[src/rtl/dmem_arbiter.sv]
// Two-port arbiter for the line-wide data memory port (port 0 = icache refill, port 1 = dcache).
// Optional round-robin tie-break via `define DMEM_ARB_RR_EN; default build is fixed priority to port 1.
module dmem_arbiter #(
   parameter int ADDR_W = 32,
   parameter int DATA_W = 256
) (
   input  logic              clk_i,
   input  logic              rst_i,
   input  logic              p0_enable_i,
   input  logic              p0_write_i,
   input  logic [ADDR_W-1:0] p0_addr_i,
   input  logic [DATA_W-1:0] p0_data_i,
   output logic [DATA_W-1:0] p0_data_o,
   output logic              p0_ack_o,
   input  logic              p1_enable_i,
   input  logic              p1_write_i,
   input  logic [ADDR_W-1:0] p1_addr_i,
   input  logic [DATA_W-1:0] p1_data_i,
   output logic [DATA_W-1:0] p1_data_o,
   output logic              p1_ack_o,
   output logic              mem_enable_o,
   output logic              mem_write_o,
   output logic [ADDR_W-1:0] mem_addr_o,
   output logic [DATA_W-1:0] mem_data_o,
   input  logic [DATA_W-1:0] mem_data_i,
   input  logic              mem_ack_i,
   output logic [1:0]        grant_o,
   output logic              busy_o
);

   typedef enum logic [1:0] {IDLE, GRANT, RELEASE} state_t;

   state_t state;
   logic   p0_wins;

`ifdef DMEM_ARB_RR_EN
   logic last_owner;
   // On a tie the port that was not served last goes next.
   assign p0_wins = p0_enable_i && (!p1_enable_i || last_owner);
`else
   assign p0_wins = p0_enable_i && !p1_enable_i;
`endif

   // Completion and read data are the only paths that bypass the registers.
   assign p0_ack_o  = (state == GRANT) && grant_o[0] && mem_ack_i;
   assign p1_ack_o  = (state == GRANT) && grant_o[1] && mem_ack_i;
   assign p0_data_o = mem_data_i;
   assign p1_data_o = mem_data_i;

   always_ff @(posedge clk_i or negedge rst_i) begin
      if (!rst_i) begin
         state        <= IDLE;
         grant_o      <= 2'b00;
         busy_o       <= 1'b0;
         mem_enable_o <= 1'b0;
         mem_write_o  <= 1'b0;
         mem_addr_o   <= '0;
         mem_data_o   <= '0;
`ifdef DMEM_ARB_RR_EN
         last_owner   <= 1'b1;
`endif
      end else begin
         case (state)
            IDLE: begin
               if (p0_enable_i || p1_enable_i) begin
                  state        <= GRANT;
                  busy_o       <= 1'b1;
                  mem_enable_o <= 1'b1;
                  if (p0_wins) begin
                     grant_o     <= 2'b01;
                     mem_write_o <= p0_write_i;
                     mem_addr_o  <= p0_addr_i;
                     mem_data_o  <= p0_data_i;
                  end else begin
                     grant_o     <= 2'b10;
                     mem_write_o <= p1_write_i;
                     mem_addr_o  <= p1_addr_i;
                     mem_data_o  <= p1_data_i;
                  end
               end
            end
            GRANT: begin
               if (mem_ack_i) begin
                  state        <= RELEASE;
                  mem_enable_o <= 1'b0;
                  mem_write_o  <= 1'b0;
`ifdef DMEM_ARB_RR_EN
                  last_owner   <= grant_o[1];
`endif
               end
            end
            RELEASE: begin
               // Owner is still dropping its enable here, so no new arbitration yet.
               state   <= IDLE;
               grant_o <= 2'b00;
               busy_o  <= 1'b0;
            end
            default: begin
               state <= IDLE;
            end
         endcase
      end
   end

endmodule

[config.mk]
export PLATFORM = sky130hd
export DESIGN_NAME = dmem_arbiter
export DESIGN_NICKNAME = d
export VERILOG_FILES = /design/src/rtl/dmem_arbiter.sv
export SDC_FILE = /design/constraint.sdc
export NUM_CORES = 1
export LEC_CHECK = 0
export ABC_AREA = 1
export CORE_AREA = 2 2 635 637
export CTS_CLUSTER_SIZE = 14
export DETAILED_ROUTE_END_ITERATION = 12
export DIE_AREA = 0 0 637 639
export DONT_BUFFER_PORTS = 1
export PLACE_DENSITY = 0.3
export SKIP_CTS_REPAIR_TIMING = 1
export SYNTH_ARGS = -nofsm -noshare
export SYNTH_HDL_FRONTEND = slang
export SYNTH_SLANG_ARGS = --single-unit
[constraint.sdc]
create_clock -name clk_i -period 1.85 [get_ports clk_i]
set_input_delay 0.185 -clock clk_i [delete_from_list [all_inputs] [get_ports clk_i]]
set_output_delay 0.185 -clock clk_i [all_outputs]
set_load 0.01 [all_outputs]
==> out/results.ini <==
[die]
num_rows=233
ios=1646
fp.dieArea_sq_um=407000
core-area_sq_um=401000
initial_core_util_pct=4.47
die_x_um=637
fp.dieH_um=639

[timing]
hold_viol_final=363
hold_slack_ns=-0.755
setup_tns_ns=0
period_minus_slack_ns=1.84
rsz0062_at_grt=true
fin_ws_ns=0.0117
relSlewSlack_pct=20.9
skew_ns=0.0378
setup_viol=0
finalMaxSlewViolations=0
post-route-period-util_pct=99.4
timing.fmax_ghz=0.544
worst_slew_pin_slew_ns=1.19

[critical_path]
r2r_setup_slack_ns=0.07
cp_max_fo=4
startpoint_type=register
worst_ep_required_time_ns=1.66
cp-end-kind=primary output
critPathKind=reg -> out
critPathArrivalTime_ns=1.65

[yosys]
syn_inst=2164
yosysWarnings=0
syn_area_sq_um=17900
synth_adder_area_share_pct=0
synth_top_family_by_area=simple AND/OR/NAND/NOR gates
synth_mux_area_share_pct=0
synth-simple-area-share_pct=31.1
synth_compound_area_share_pct=0.0419
yosys.area.top_type_share_pct=41.2
synth_nets=3003
ys_types=18
synth_xor_area_share_pct=0
synth-seq-area-share_pct=41.2
synthTopCellsByArea=dfrtp_1 (41%), nand3_1 (24%), buf_4 (23%)
ys_seq_elements=295
avgSynthCellArea_sq_um=8.28
synth_top_cell_by_area=dfrtp_1

[place]
dp_cells=6855
place_ws_ns=0.0334
dpl.hpwl_um=187000
gp_congestion=0.858
portBuffers=0

[clocking]
cts.clk_slew.worst_paths_ns=0.08
cts_sinks=295
cts.htree.levels=2
tritoncts=yes
clock-root-buffer=clkbuf_16
clk-insertion-delay-late_ns=0.71
cts_made_buffers=45
cts_buffer_depth=3

[finish]
syn_to_final_growth_pct=56.3
final_layout_size_suffix_gt1_share_pct=7.08
layout_common_cells=nand3_1 (858), dlygate4sd3_1 (583), nand2_1 (320)
nNetsFinal=3038
final_common_cell=nand3_1
finalNonFillerCells=7567
n_fill_cell=46936

[run_status]
violations=negative hold slack
outcome=complete, but fails checks

[routing]
first_pass_iters=6
ant_nets=0
via_per_inst=2.33
drc=0
drtIter0Drc=2150
routed_wl_um=214000
routedWlPerCell_um=28.3
route.vias.total=17649

[pwr]
finalPower_w=0.0359
ir_drop_mv=0.640
powerDensity_nw_per_um2=1280
leakage_nw=9.81

[global_route]
grt_pass1_wl_um=244000
overflow=0
grt_max_degree=296
first_global_vias=13972
track_usage_pct=9.90
antenna_found_initial=164

[run]
maxCapViolations=0

[worst_hold_path]
min_path_type=in -> async

==> stage by stage <==
step                area (sq um)  util (%)
floorplan                  17900         -
global placement           20500      5.11
detailed placement         20500      5.11
CTS                        22000      5.49
global route               28000      6.97
finish                     28000      6.99
==> Yosys cell counts (all sizes together) <==
cell type / number
buf: 661
o31ai: 1
nand3b: 1
nand3: 860
clkbuf: 10
dfrtp: 295
nand2: 322
inv: 8
nor2: 6
==> registers in the layout (all words and copies together), names as in the netlist <==
signal	count
mem_data_o	256
mem_write_o	1
grant_o	2
busy_o	1
state	2
mem_addr_o	32
mem_enable_o	1
==> metal layers <==
metal / up-vias / track usage [%] / part of all wire (%) / routed length, um
met5: - / 1.28 / 0.67 / 1430
met4: 116 / 5.16 / 5.4 / 11600
met3: 622 / 11.1 / 22 / 46000
met2: 1838 / 15.2 / 44 / 95200
met1: 8181 / 7.39 / 28 / 59600
li1: 6892 / - / - / -
==> cell type report <==
type	count	area, sq um	area share, %
antenna	48	120	0.429
clock buffer	62	1280	4.57
clock inverter	18	263	0.938
inverter	8	35.0	0.125
multi-input combinational	1190	5610	20.0
sequential	295	7380	26.4
tap	5287	6620	23.6
timing repair buffer	659	6710	23.9
==> cells by family (layout without fill, tap and decap cells) <==
logic type | after synthesis | in the layout
AO/OA/AOI/OAI | 1 | 1
buffers and inverters | 679 | 747
flip-flops | 295 | 295
other | 0 | 48
AND/OR/NAND/NOR | 1189 | 1189
==> worst max-delay path, stage by stage (launching register included) <==
cell and delay, ns:
dfrtp_2 0.43, inv_2 0.08, nand3_4 0.09, buf_6 0.15, nor2_2 0.07, buf_4 0.14
==> path summary, 6_finish.rpt <==
path	start	depth (start not counted)	end
max in group asynchronous	rst_i	0	mem_data_o[47]
worst max-delay path	state[1]	5	p0_ack_o
worst max register to register	state[0]	5	mem_data_o[238]
worst min register to register	mem_addr_o[31]	2	mem_addr_o[31]
min in group clk_i	p1_enable_i	2	mem_data_o[152]
worst min-delay path	rst_i	0	mem_data_o[152]
==> power by group <==
part / switching, W / internal, W / total [W]
combinational: 0.00733 / 0.00427 / 0.0116
clock: 0.00405 / 0.00555 / 0.00960
sequential: 0.00509 / 0.00957 / 0.0147
total: 0.0165 / 0.0194 / 0.0359
Note: power is estimated with default switching activity, not from simulation.
